## src/rtl/decode_ctrl_pipe.sv

```systemverilog
`default_nettype none
// ============================================================================
// Module      : decode_ctrl_pipe
// Description : Registered, handshaked instruction-decode control stage for
//               the 16-bit WISC datapath. Decodes each accepted instruction
//               into a control bundle held in an output register with
//               valid/ready flow control, inserts load-use bubbles, honours
//               flush, and walks HALT / illegal opcodes through a drain
//               sequence into a halted state.
// Options     : LOAD_USE_INTERLOCK_EN - when defined, a load-use tracker and
//               one-slot bubble insertion are built; when undefined the
//               bubble is tied low and dependent loads issue back-to-back.
// Revision    : 1.0 - initial release
// ============================================================================
module decode_ctrl_pipe #(
  parameter int ALU_OP_W     = 4,
  parameter int REG_W        = 3,
  parameter int DRAIN_CYCLES = 4
) (
  input  logic                clk,
  input  logic                rst,
  input  logic                in_valid,
  output logic                in_ready,
  input  logic [15:0]         instr,
  input  logic                flush,
  output logic                out_valid,
  input  logic                out_ready,
  output logic [15:0]         out_instr,
  output logic                reg_wrt,
  output logic                mem_wrt,
  output logic                mem_rd,
  output logic [1:0]          reg_src,
  output logic [1:0]          b_src,
  output logic                zero_ext,
  output logic [ALU_OP_W-1:0] alu_opr,
  output logic [2:0]          branch,
  output logic                jmp,
  output logic                jmp_reg,
  output logic [REG_W-1:0]    dst_reg,
  output logic                halted,
  output logic                err
);

  // --------------------------------------------------------------------------
  // Encodings
  // --------------------------------------------------------------------------
  typedef enum logic [1:0] {
    S_RUN    = 2'd0,
    S_DRAIN  = 2'd1,
    S_HALTED = 2'd2
  } state_t;

  localparam logic [ALU_OP_W-1:0] c_alu_add   = ALU_OP_W'(0);
  localparam logic [ALU_OP_W-1:0] c_alu_rol   = ALU_OP_W'(4);
  localparam logic [ALU_OP_W-1:0] c_alu_seq   = ALU_OP_W'(8);
  localparam logic [ALU_OP_W-1:0] c_alu_passb = ALU_OP_W'(12);
  localparam logic [ALU_OP_W-1:0] c_alu_slbi  = ALU_OP_W'(13);

  localparam logic [1:0] c_src_pc   = 2'b00;
  localparam logic [1:0] c_src_mem  = 2'b01;
  localparam logic [1:0] c_src_alu  = 2'b10;
  localparam logic [1:0] c_src_flag = 2'b11;

  localparam logic [1:0] c_b_rt    = 2'b00;
  localparam logic [1:0] c_b_imm   = 2'b01;
  localparam logic [1:0] c_b_imm8  = 2'b10;

  // Drain counter runs 0 .. DRAIN_CYCLES-1 while in S_DRAIN.
  localparam int                 c_cnt_w    = (DRAIN_CYCLES > 1) ? $clog2(DRAIN_CYCLES) : 1;
  localparam logic [c_cnt_w-1:0] c_cnt_last = c_cnt_w'(DRAIN_CYCLES - 1);
  localparam logic [c_cnt_w-1:0] c_cnt_one  = c_cnt_w'(1);

  // --------------------------------------------------------------------------
  // Declarations
  // --------------------------------------------------------------------------
  state_t               r_state;
  state_t               w_state_nxt;
  logic [c_cnt_w-1:0]   r_drain_cnt;

  logic [4:0]           w_op;
  logic                 w_reg_wrt;
  logic                 w_mem_wrt;
  logic                 w_mem_rd;
  logic [1:0]           w_reg_src;
  logic [1:0]           w_b_src;
  logic                 w_zero_ext;
  logic [ALU_OP_W-1:0]  w_alu;
  logic [2:0]           w_branch;
  logic                 w_jmp;
  logic                 w_jmp_reg;
  logic [REG_W-1:0]     w_dst;
  logic                 w_halt;
  logic                 w_illegal;

  logic                 w_run;
  logic                 w_slot_free;
  logic                 w_bubble;
  logic                 w_accept;

  assign w_op = instr[15:11];

  // --------------------------------------------------------------------------
  // Instruction decode; any opcode not listed falls into the illegal path and
  // produces an all-zero (NOP) bundle.
  // --------------------------------------------------------------------------
  // Combinational decode of the presented instruction into a control bundle
  always_comb begin
    w_reg_wrt  = 1'b0;
    w_mem_wrt  = 1'b0;
    w_mem_rd   = 1'b0;
    w_reg_src  = c_src_pc;
    w_b_src    = c_b_rt;
    w_zero_ext = 1'b0;
    w_alu      = c_alu_add;
    w_branch   = 3'b000;
    w_jmp      = 1'b0;
    w_jmp_reg  = 1'b0;
    w_dst      = '0;
    w_halt     = 1'b0;
    w_illegal  = 1'b0;
    casez (w_op)
      // ADDI / SUBI / XORI / ANDNI: logical ops (instr[12]=1) zero-extend
      5'b010??: begin
        w_reg_wrt  = 1'b1;
        w_reg_src  = c_src_alu;
        w_b_src    = c_b_imm;
        w_zero_ext = instr[12];
        w_alu      = c_alu_add + ALU_OP_W'(instr[12:11]);
        w_dst      = instr[7:5];
      end
      // ROLI / SLLI / RORI / SRLI
      5'b101??: begin
        w_reg_wrt  = 1'b1;
        w_reg_src  = c_src_alu;
        w_b_src    = c_b_imm;
        w_zero_ext = 1'b1;
        w_alu      = c_alu_rol + ALU_OP_W'(instr[12:11]);
        w_dst      = instr[7:5];
      end
      // ST: address = Rs + imm
      5'b10000: begin
        w_mem_wrt = 1'b1;
        w_b_src   = c_b_imm;
        w_alu     = c_alu_add;
      end
      // LD
      5'b10001: begin
        w_mem_rd  = 1'b1;
        w_reg_wrt = 1'b1;
        w_reg_src = c_src_mem;
        w_b_src   = c_b_imm;
        w_alu     = c_alu_add;
        w_dst     = instr[7:5];
      end
      // SLBI
      5'b10010: begin
        w_reg_wrt = 1'b1;
        w_reg_src = c_src_alu;
        w_b_src   = c_b_imm8;
        w_alu     = c_alu_slbi;
        w_dst     = instr[10:8];
      end
      // STU: store and write the updated address back into Rs
      5'b10011: begin
        w_mem_wrt = 1'b1;
        w_reg_wrt = 1'b1;
        w_reg_src = c_src_alu;
        w_b_src   = c_b_imm;
        w_alu     = c_alu_add;
        w_dst     = instr[10:8];
      end
      // LBI
      5'b11000: begin
        w_reg_wrt = 1'b1;
        w_reg_src = c_src_alu;
        w_b_src   = c_b_imm8;
        w_alu     = c_alu_passb;
        w_dst     = instr[10:8];
      end
      // R-format shifts/rotates
      5'b11010: begin
        w_reg_wrt = 1'b1;
        w_reg_src = c_src_alu;
        w_alu     = c_alu_rol + ALU_OP_W'(instr[1:0]);
        w_dst     = instr[4:2];
      end
      // R-format arithmetic/logic
      5'b11011: begin
        w_reg_wrt = 1'b1;
        w_reg_src = c_src_alu;
        w_alu     = c_alu_add + ALU_OP_W'(instr[1:0]);
        w_dst     = instr[4:2];
      end
      // SEQ / SLT / SLE / SCO write the ALU flag
      5'b111??: begin
        w_reg_wrt = 1'b1;
        w_reg_src = c_src_flag;
        w_alu     = c_alu_seq + ALU_OP_W'(instr[12:11]);
        w_dst     = instr[4:2];
      end
      // Conditional branches
      5'b011??: begin
        w_branch = {1'b1, instr[12:11]};
      end
      // J / JR / JAL / JALR: instr[11] selects register target, instr[12] links
      5'b001??: begin
        w_jmp     = 1'b1;
        w_jmp_reg = instr[11];
        if (instr[12]) begin
          w_reg_wrt = 1'b1;
          w_reg_src = c_src_pc;
          w_dst     = {REG_W{1'b1}};
        end
      end
      5'b00001: begin
        // NOP: all-zero bundle
      end
      5'b00000: begin
        w_halt = 1'b1;
      end
      default: begin
        w_illegal = 1'b1;
      end
    endcase
  end

  // --------------------------------------------------------------------------
  // Flow control
  // --------------------------------------------------------------------------
  assign w_run       = (r_state == S_RUN);
  assign w_slot_free = !out_valid || out_ready;
  assign in_ready    = w_run && !flush && !w_bubble && w_slot_free;
  assign w_accept    = in_valid && in_ready;

`ifdef LOAD_USE_INTERLOCK_EN
  // --------------------------------------------------------------------------
  // Load-use tracker: remembers the destination of the last LD placed in the
  // output register so the next consumer of that register is held back one
  // slot. J and JAL carry no Rs; Rt is read only by R-format, ST and STU.
  // --------------------------------------------------------------------------
  logic             r_trk_valid;
  logic [2:0]       r_trk_dst;
  logic             w_uses_rs;
  logic             w_uses_rt;
  logic             w_is_ld;

  assign w_uses_rs = (w_op != 5'b00100) && (w_op != 5'b00110);
  assign w_uses_rt = (w_op == 5'b11010) || (w_op == 5'b11011) ||
                     (w_op[4:2] == 3'b111) ||
                     (w_op == 5'b10000) || (w_op == 5'b10011);
  assign w_is_ld   = (w_op == 5'b10001);

  assign w_bubble  = in_valid && r_trk_valid &&
                     ((w_uses_rs && (instr[10:8] == r_trk_dst)) ||
                      (w_uses_rt && (instr[7:5]  == r_trk_dst)));

  // Tracker follows each bundle loaded; flush and the bubble slot clear it
  always_ff @(posedge clk) begin
    if (rst) begin
      r_trk_valid <= 1'b0;
      r_trk_dst   <= 3'd0;
    end else if (w_run && flush) begin
      r_trk_valid <= 1'b0;
    end else if (w_run && w_slot_free) begin
      if (w_accept) begin
        r_trk_valid <= w_is_ld;
        r_trk_dst   <= instr[7:5];
      end else if (w_bubble) begin
        r_trk_valid <= 1'b0;
      end
    end
  end
`else
  assign w_bubble = 1'b0;
`endif

  // --------------------------------------------------------------------------
  // Output register. A held bundle stays frozen while out_ready is low; when
  // the slot frees up without a new acceptance the bundle is zeroed so no
  // stale control leaks out alongside out_valid=0.
  // --------------------------------------------------------------------------
  // Load, hold or clear the registered control bundle
  always_ff @(posedge clk) begin
    if (rst || (w_run && flush) || (w_slot_free && !w_accept)) begin
      out_valid <= 1'b0;
      out_instr <= 16'h0000;
      reg_wrt   <= 1'b0;
      mem_wrt   <= 1'b0;
      mem_rd    <= 1'b0;
      reg_src   <= 2'b00;
      b_src     <= 2'b00;
      zero_ext  <= 1'b0;
      alu_opr   <= '0;
      branch    <= 3'b000;
      jmp       <= 1'b0;
      jmp_reg   <= 1'b0;
      dst_reg   <= '0;
    end else if (w_accept) begin
      out_valid <= 1'b1;
      out_instr <= instr;
      reg_wrt   <= w_reg_wrt;
      mem_wrt   <= w_mem_wrt;
      mem_rd    <= w_mem_rd;
      reg_src   <= w_reg_src;
      b_src     <= w_b_src;
      zero_ext  <= w_zero_ext;
      alu_opr   <= w_alu;
      branch    <= w_branch;
      jmp       <= w_jmp;
      jmp_reg   <= w_jmp_reg;
      dst_reg   <= w_dst;
    end
  end

  // --------------------------------------------------------------------------
  // Run / drain / halted sequencing
  // --------------------------------------------------------------------------
  // State register
  always_ff @(posedge clk) begin
    if (rst) begin
      r_state <= S_RUN;
    end else begin
      r_state <= w_state_nxt;
    end
  end

  // Next-state selection
  always_comb begin
    w_state_nxt = r_state;
    unique case (r_state)
      S_RUN: begin
        if (w_accept && (w_halt || w_illegal)) begin
          w_state_nxt = S_DRAIN;
        end
      end
      S_DRAIN: begin
        if (r_drain_cnt == c_cnt_last) begin
          w_state_nxt = S_HALTED;
        end
      end
      S_HALTED: begin
        w_state_nxt = S_HALTED;
      end
      default: begin
        w_state_nxt = S_RUN;
      end
    endcase
  end

  // Count bubble cycles spent in S_DRAIN
  always_ff @(posedge clk) begin
    if (rst || (r_state != S_DRAIN)) begin
      r_drain_cnt <= '0;
    end else begin
      r_drain_cnt <= r_drain_cnt + c_cnt_one;
    end
  end

  // Sticky illegal-opcode flag
  always_ff @(posedge clk) begin
    if (rst) begin
      err <= 1'b0;
    end else if (w_accept && w_illegal) begin
      err <= 1'b1;
    end
  end

  assign halted = (r_state == S_HALTED);

endmodule
`default_nettype wire

```

## config.mk

```make
export PLATFORM = sky130hd
export DESIGN_NAME = decode_ctrl_pipe
export DESIGN_NICKNAME = d
export VERILOG_FILES = /design/src/rtl/decode_ctrl_pipe.sv
export SDC_FILE = /design/constraint.sdc
export NUM_CORES = 1
export LEC_CHECK = 0
export ABC_AREA = 1
export ABC_CLOCK_PERIOD_IN_PS = 2200
export BUFFER_PORTS_ARGS = -buffer_cell sky130_fd_sc_hd__buf_2
export CELL_PAD_IN_SITES_DETAIL_PLACEMENT = 0
export CELL_PAD_IN_SITES_GLOBAL_PLACEMENT = 1
export CORE_ASPECT_RATIO = 0.75
export CORE_UTILIZATION = 35
export DETAILED_ROUTE_END_ITERATION = 8
export PLACE_DENSITY_LB_ADDON = 0.15
export SETUP_SLACK_MARGIN = 0.3
export SYNTH_ARGS = -nofsm -noshare
export SYNTH_HDL_FRONTEND = slang
export SYNTH_SLANG_ARGS = --single-unit
```

## constraint.sdc

```tcl
create_clock -name clk -period 2.2 [get_ports clk]
set_input_delay 0 -clock clk [delete_from_list [all_inputs] [get_ports clk]]
set_output_delay 0 -clock clk [all_outputs]
set_load 0.01 [all_outputs]
```

* After elaboration in Yosys (flattened, before gate mapping)
Index checks and enable logic that the tools add are counted.
Storage, ports and cells: input bits 21, output and inout bits 40, logic and storage cells 84, flip-flop bits (word level) 42
Operators by class: mux-type cells 18, reduce and logical (&&, ||, !) cells 27, eq/ne operators 19, add/subtract/negate cells 4
Operators with widths (count):
- $eq A5 B5 Y1 const B | 7
- $pmux W4 S7 | 1
- $reduce_or A14 Y1 | 1
- $pmux W2 S3 | 2
- $pmux W3 S4 | 1
- $reduce_or A3 Y1 | 3
- $reduce_or A9 Y1 | 1
- $add A3 B2 Y4 const A | 2
- $logic_and A1 B1 Y1 | 7
- $mux W1 | 7
- $reduce_or A7 Y1 | 1
- $eq A3 B2 Y1 const B | 2
- $eq A3 B3 Y1 const B | 2
- $mux W3 | 2
- $eq A5 B1 Y1 const B | 1
- $logic_not A5 Y1 | 1
- $logic_or A1 B1 Y1 | 5
- $reduce_or A5 Y1 | 1
- $add A4 B2 Y4 const A | 1
- $eq A2 B2 Y1 const B | 2
- $mux W2 | 2
- $ne A2 B1 Y1 const B | 2
- $pmux W1 S2 | 2
- $pmux W2 S2 | 1
- other kinds (8) | 11

* Logic depth before layout (Yosys ltp)
depth in word-level cells 7, mapped depth 12, mapped depth without buffers 11

* Worst setup path before layout
OpenSTA, ideal clock, no wires.
kind register to register, from register r_state[0], to register b_src[0], library setup time 117 ps, data required time 2083 ps, arrival time 1386 ps, setup slack 697 ps, buffers on the path 1, clock period less this slack 1503 ps, cell stages (with the launch flop) 10, path through dfxtp_1 inv_1 ha_1 inv_1 nor2_1 nand3_1 inv_2 o21ai_2 buf_2 nor2_1
Between the ends: longest elaborated chain between the ends 7, elaborated cells on any way between the ends 9, those cells by class reduce/logical: 9
Ends and longest elaborated chain:
- start, declared | line 76 | state_t r_state;
- start signal, assigned | line 323 | r_state <= w_state_nxt;
- $logic_not A2 Y1 * | line 230 | assign w_run = (r_state == S_RUN);
- $logic_and A1 B1 Y1 (2 in series) | line 232 | assign in_ready = w_run && !flush && !w_bubble && w_slot_free;
- $logic_and A1 B1 Y1 | line 233 | assign w_accept = in_valid && in_ready;
- $logic_not A1 Y1 | line 284 | if (rst || (w_run && flush) || (w_slot_free && !w_accept)) begin
- $logic_and A1 B1 Y1 | line 284
- $logic_or A1 B1 Y1 | line 284
- end signal, assigned | line 305 | b_src <= w_b_src;
- end, declared | line 33 | output logic [1:0] b_src,
Mark *: on every way between the ends. The rest lies on a longest branch, timed or not. A chain may end at the register's enable or synchronous reset.

* Worst setup path in the final report
from register r_state[0], to register r_state[1]
Between the ends: longest elaborated chain between the ends 7, elaborated cells on any way between the ends 11, those cells by class eq/ne: 4; mux: 1; reduce/logical: 6
Ends and longest elaborated chain:
- $logic_not A2 Y1 | line 230, 330
- $logic_and A1 B1 Y1 (2 in series) | line 232
- $logic_and A1 B1 Y1 | line 233
- $logic_and A1 B1 Y1 | line 332 | if (w_accept && (w_halt || w_illegal)) begin
- $ne A2 B1 Y1 (no line)
- $reduce_and A2 Y1 (no line)
Several ways; a longest one is shown, not always the timed one.

==> impl_metrics.toml <==
[detailed_routing]
ant_nets = 0
drt-total-wl_um = 5305
wl_per_cell_um = 12.91
dr_total_vias = 1889
drc = 0
drt_iter0_drc = 53
viasPerCell = 4.596
first_pass_iters = 4

[global_route]
grt.total_usage_pct = 18.56
grt.met3_usage_pct = 6.444
overflow = 0
top_usage_layer = "met2"
grt_pass1_vias = 1740
met2_usage_pct = 27.69
grtUsageMet1_pct = 25.06
grt_pass1_wl_um = 8142
grt_max_degree = 38
antenna_found_initial = 0

[placement]
io_buffers = 60
hpwlAfterDp_um = 3590
place_ws_ns = 0.4429
gp_congestion = 0.8013

[synthesis]
yosysUniqueCellTypes = 32
synth_area_mm2 = 0.001958
synth_cells = 262
ys_warn_count = 0
synth_flop_cell = "dfxtp_1"
synth_seq_cells = 42
synth_edf_count = 0
synthArstFlopShare_pct = 0
yosysSeqAreaShare_pct = 42.94
syn_avg_cell_area_um2 = 7.474
syn_nets = 288

[clock_network]
cts_root_buf = "clkbuf_8"
path_clk_slew_ns = 0.08
htree_levels = 2
cts_tree = "built"
cts_buffers = 5
clk-insertion-delay-late_ns = 0.30
clk_path_buf_depth = 2
cts.sinks = 42

[floorplanning]
dieArea_mm2 = 0.005901
start_util_pct = 36.58
die_x_um = 88.37
die_y_um = 66.78
coreArea_mm2 = 0.005353
io_pins = 61
placementRows = 23

[power_and_ir_drop]
swShare_pct = 34.27
ir_drop_mv = 0.2850
switching_power_mw = 0.6527
internal-power_mw = 1.252
sequentialPowerShare_pct = 43.0
pwr-share-comb_pct = 30.7
p_per_area_mw_per_mm2 = 737.9
cellLeakagePower_nw = 1.180
p_clk_share_pct = 26.3

[job]
maxCapViolCount = 0

[finish]
final_cell_mix = "nand2_1 (68), buf_2 (60), dfxtp_1 (42), a21oi_1 (36), inv_1 (20)"
top_register = "out_instr"
nets = 361
drive_gt1_share_pct = 30.36
fillers = 581
n_antenna_cell = 0
mostFrequentLayoutCell = "nand2_1"
largest_reg_flops = 16
top_regs = "out_instr (16), alu_opr (4)"
syn_to_final_growth_pct = 31.82

[timing]
relSlewSlack_pct = 79.79
finalSetupTns_ns = 0
fin_skew_ns = 0.005375
fin_crit_sh_pct = 79.10
setup_viol = 0
worst_slack_ns = 0.4599
timing.final.crit_period_ns = 1.740
slew_viol_final = 0
final-hold-violation-count = 0
rsz0062_at_grt = "yes"
fmax_mhz = 574.7
whs_ns = 0.04417
tightestPinTransition_ns = 0.2999

[hold_path]
hp-start = "instr[13]"
hold_path.class = "primary input to flip-flop"

[worst_setup_path]
worstSetupStartpoint = "r_state[0]$_SDFFE_PP0P_"
path_class = "flip-flop to flip-flop"
end_kind = "flip-flop"
cp_max_fo = 11
cp.required_ns = 2.40
critPathLaunchType = "flip-flop"
r2r_start = "r_state[0]$_SDFFE_PP0P_"
arrival_ns = 1.94

[run_status]
status = "complete, no violations"
-- cells in the mapped netlist, types with 2 or more instances --
cell type | count | area share [%]
nand2_1 | 68 | 13
o21ai_0 | 7 | 1.8
nand2_4 | 3 | 1.7
a211oi_1 | 2 | 0.77
buf_2 | 7 | 1.8
nor3_1 | 2 | 0.51
nor2_1 | 18 | 3.5
buf_6 | 2 | 1.2
nand3_1 | 13 | 3.3
dfxtp_1 | 42 | 43
inv_1 | 20 | 3.8
a31oi_1 | 3 | 0.96
ha_1 | 5 | 3.2
a21oi_1 | 36 | 9.2
inv_2 | 3 | 0.58
nor2_2 | 4 | 1.3
nand2_2 | 5 | 1.6
buf_4 | 2 | 0.77
nand3_2 | 4 | 2.0
nor2_4 | 2 | 1.2
clkbuf_1 | 3 | 0.58
-- power groups by stage --
stage	Clock [mW]	Combinational, mW	Sequential (mW)
after floorplan	0	0.379	0.840
after detailed placement	0	0.518	0.837
after CTS	0.521	0.536	0.819
final	0.501	0.585	0.819
after global placement	0	0.519	0.836
after global routing	0.557	0.661	0.823
-- through the flow --
step | cells | utilization (%) | power (mW) | cell area (µm²)
detailed placement | 387 | 43.17 | 1.354 | 2311
floorplan | 262 | - | 1.219 | 1958
finish | 411 | 48.22 | 1.905 | 2581
global route | 411 | 48.22 | 2.040 | 2581
global placement | 387 | 43.17 | 1.355 | 2311
CTS | 407 | 47.03 | 1.876 | 2517
-- timing repair --
action	4_1_cts	5_1_grt
buffers inserted	0	3
resized for setup	0	4
endpoints found under the hold margin	13	0
setup endpoints to repair	0	9
hold buffers	12	0
-- worst max-delay path: stages (launching register included) --
cell and delay [ns]:
dfxtp_1 0.33, inv_1 0.11, ha_1 0.18, inv_1 0.07, nor2_1 0.12, nand3_2 0.18
buf_12 0.20, nor2_1 0.13, nand2_2 0.09, nand2_4 0.07, nand3_1 0.07, nand2_1 0.06
nor2_1 0.03
-- logic make-up (layout without fill, tap and decap cells) --
logic type / after synthesis / after routing / synth area share (%)
xor+xnor: 1 / 1 / 0.4474
fa+ha+maj: 5 / 5 / 3.195
flops: 42 / 42 / 42.94
compound gates: 52 / 52 / 14.38
simple gates: 124 / 124 / 29.90
buf+inv: 38 / 112 / 9.137
-- routing by layer --
layer | part of all wire, % | vias to the layer above
met3 | 5.4 | 4
li1 | - | 992
met2 | 42 | 46
met4 | 0.79 | 0
met1 | 52 | 847
met5 | 0 | -
-- final timing paths --
path / end / slack [ns] / depth (start not counted)
hold reg to reg: r_drain_cnt[0]$_SDFF_PP0_ / 0.43 / 1
hold / removal: out_instr[13]$_SDFFE_PP0P_ / 0.04 / 3
setup / recovery: r_state[1]$_SDFFE_PP0P_ / 0.46 / 12
setup reg to reg: r_state[1]$_SDFFE_PP0P_ / 0.46 / 12
-- layout make-up --
cell class / count / area (µm²) / share of cell area [%]
Multi-Input combinational cell: 182 / 943.4 / 36.55
Sequential cell: 42 / 840.8 / 32.57
Timing Repair Buffer: 80 / 521.8 / 20.21
Inverter: 24 / 95.09 / 3.684
Tap cell: 75 / 93.84 / 3.635
Clock buffer: 6 / 72.57 / 2.811
Clock inverter: 2 / 13.76 / 0.5332
Note: power is estimated with default switching activity, not from simulation.
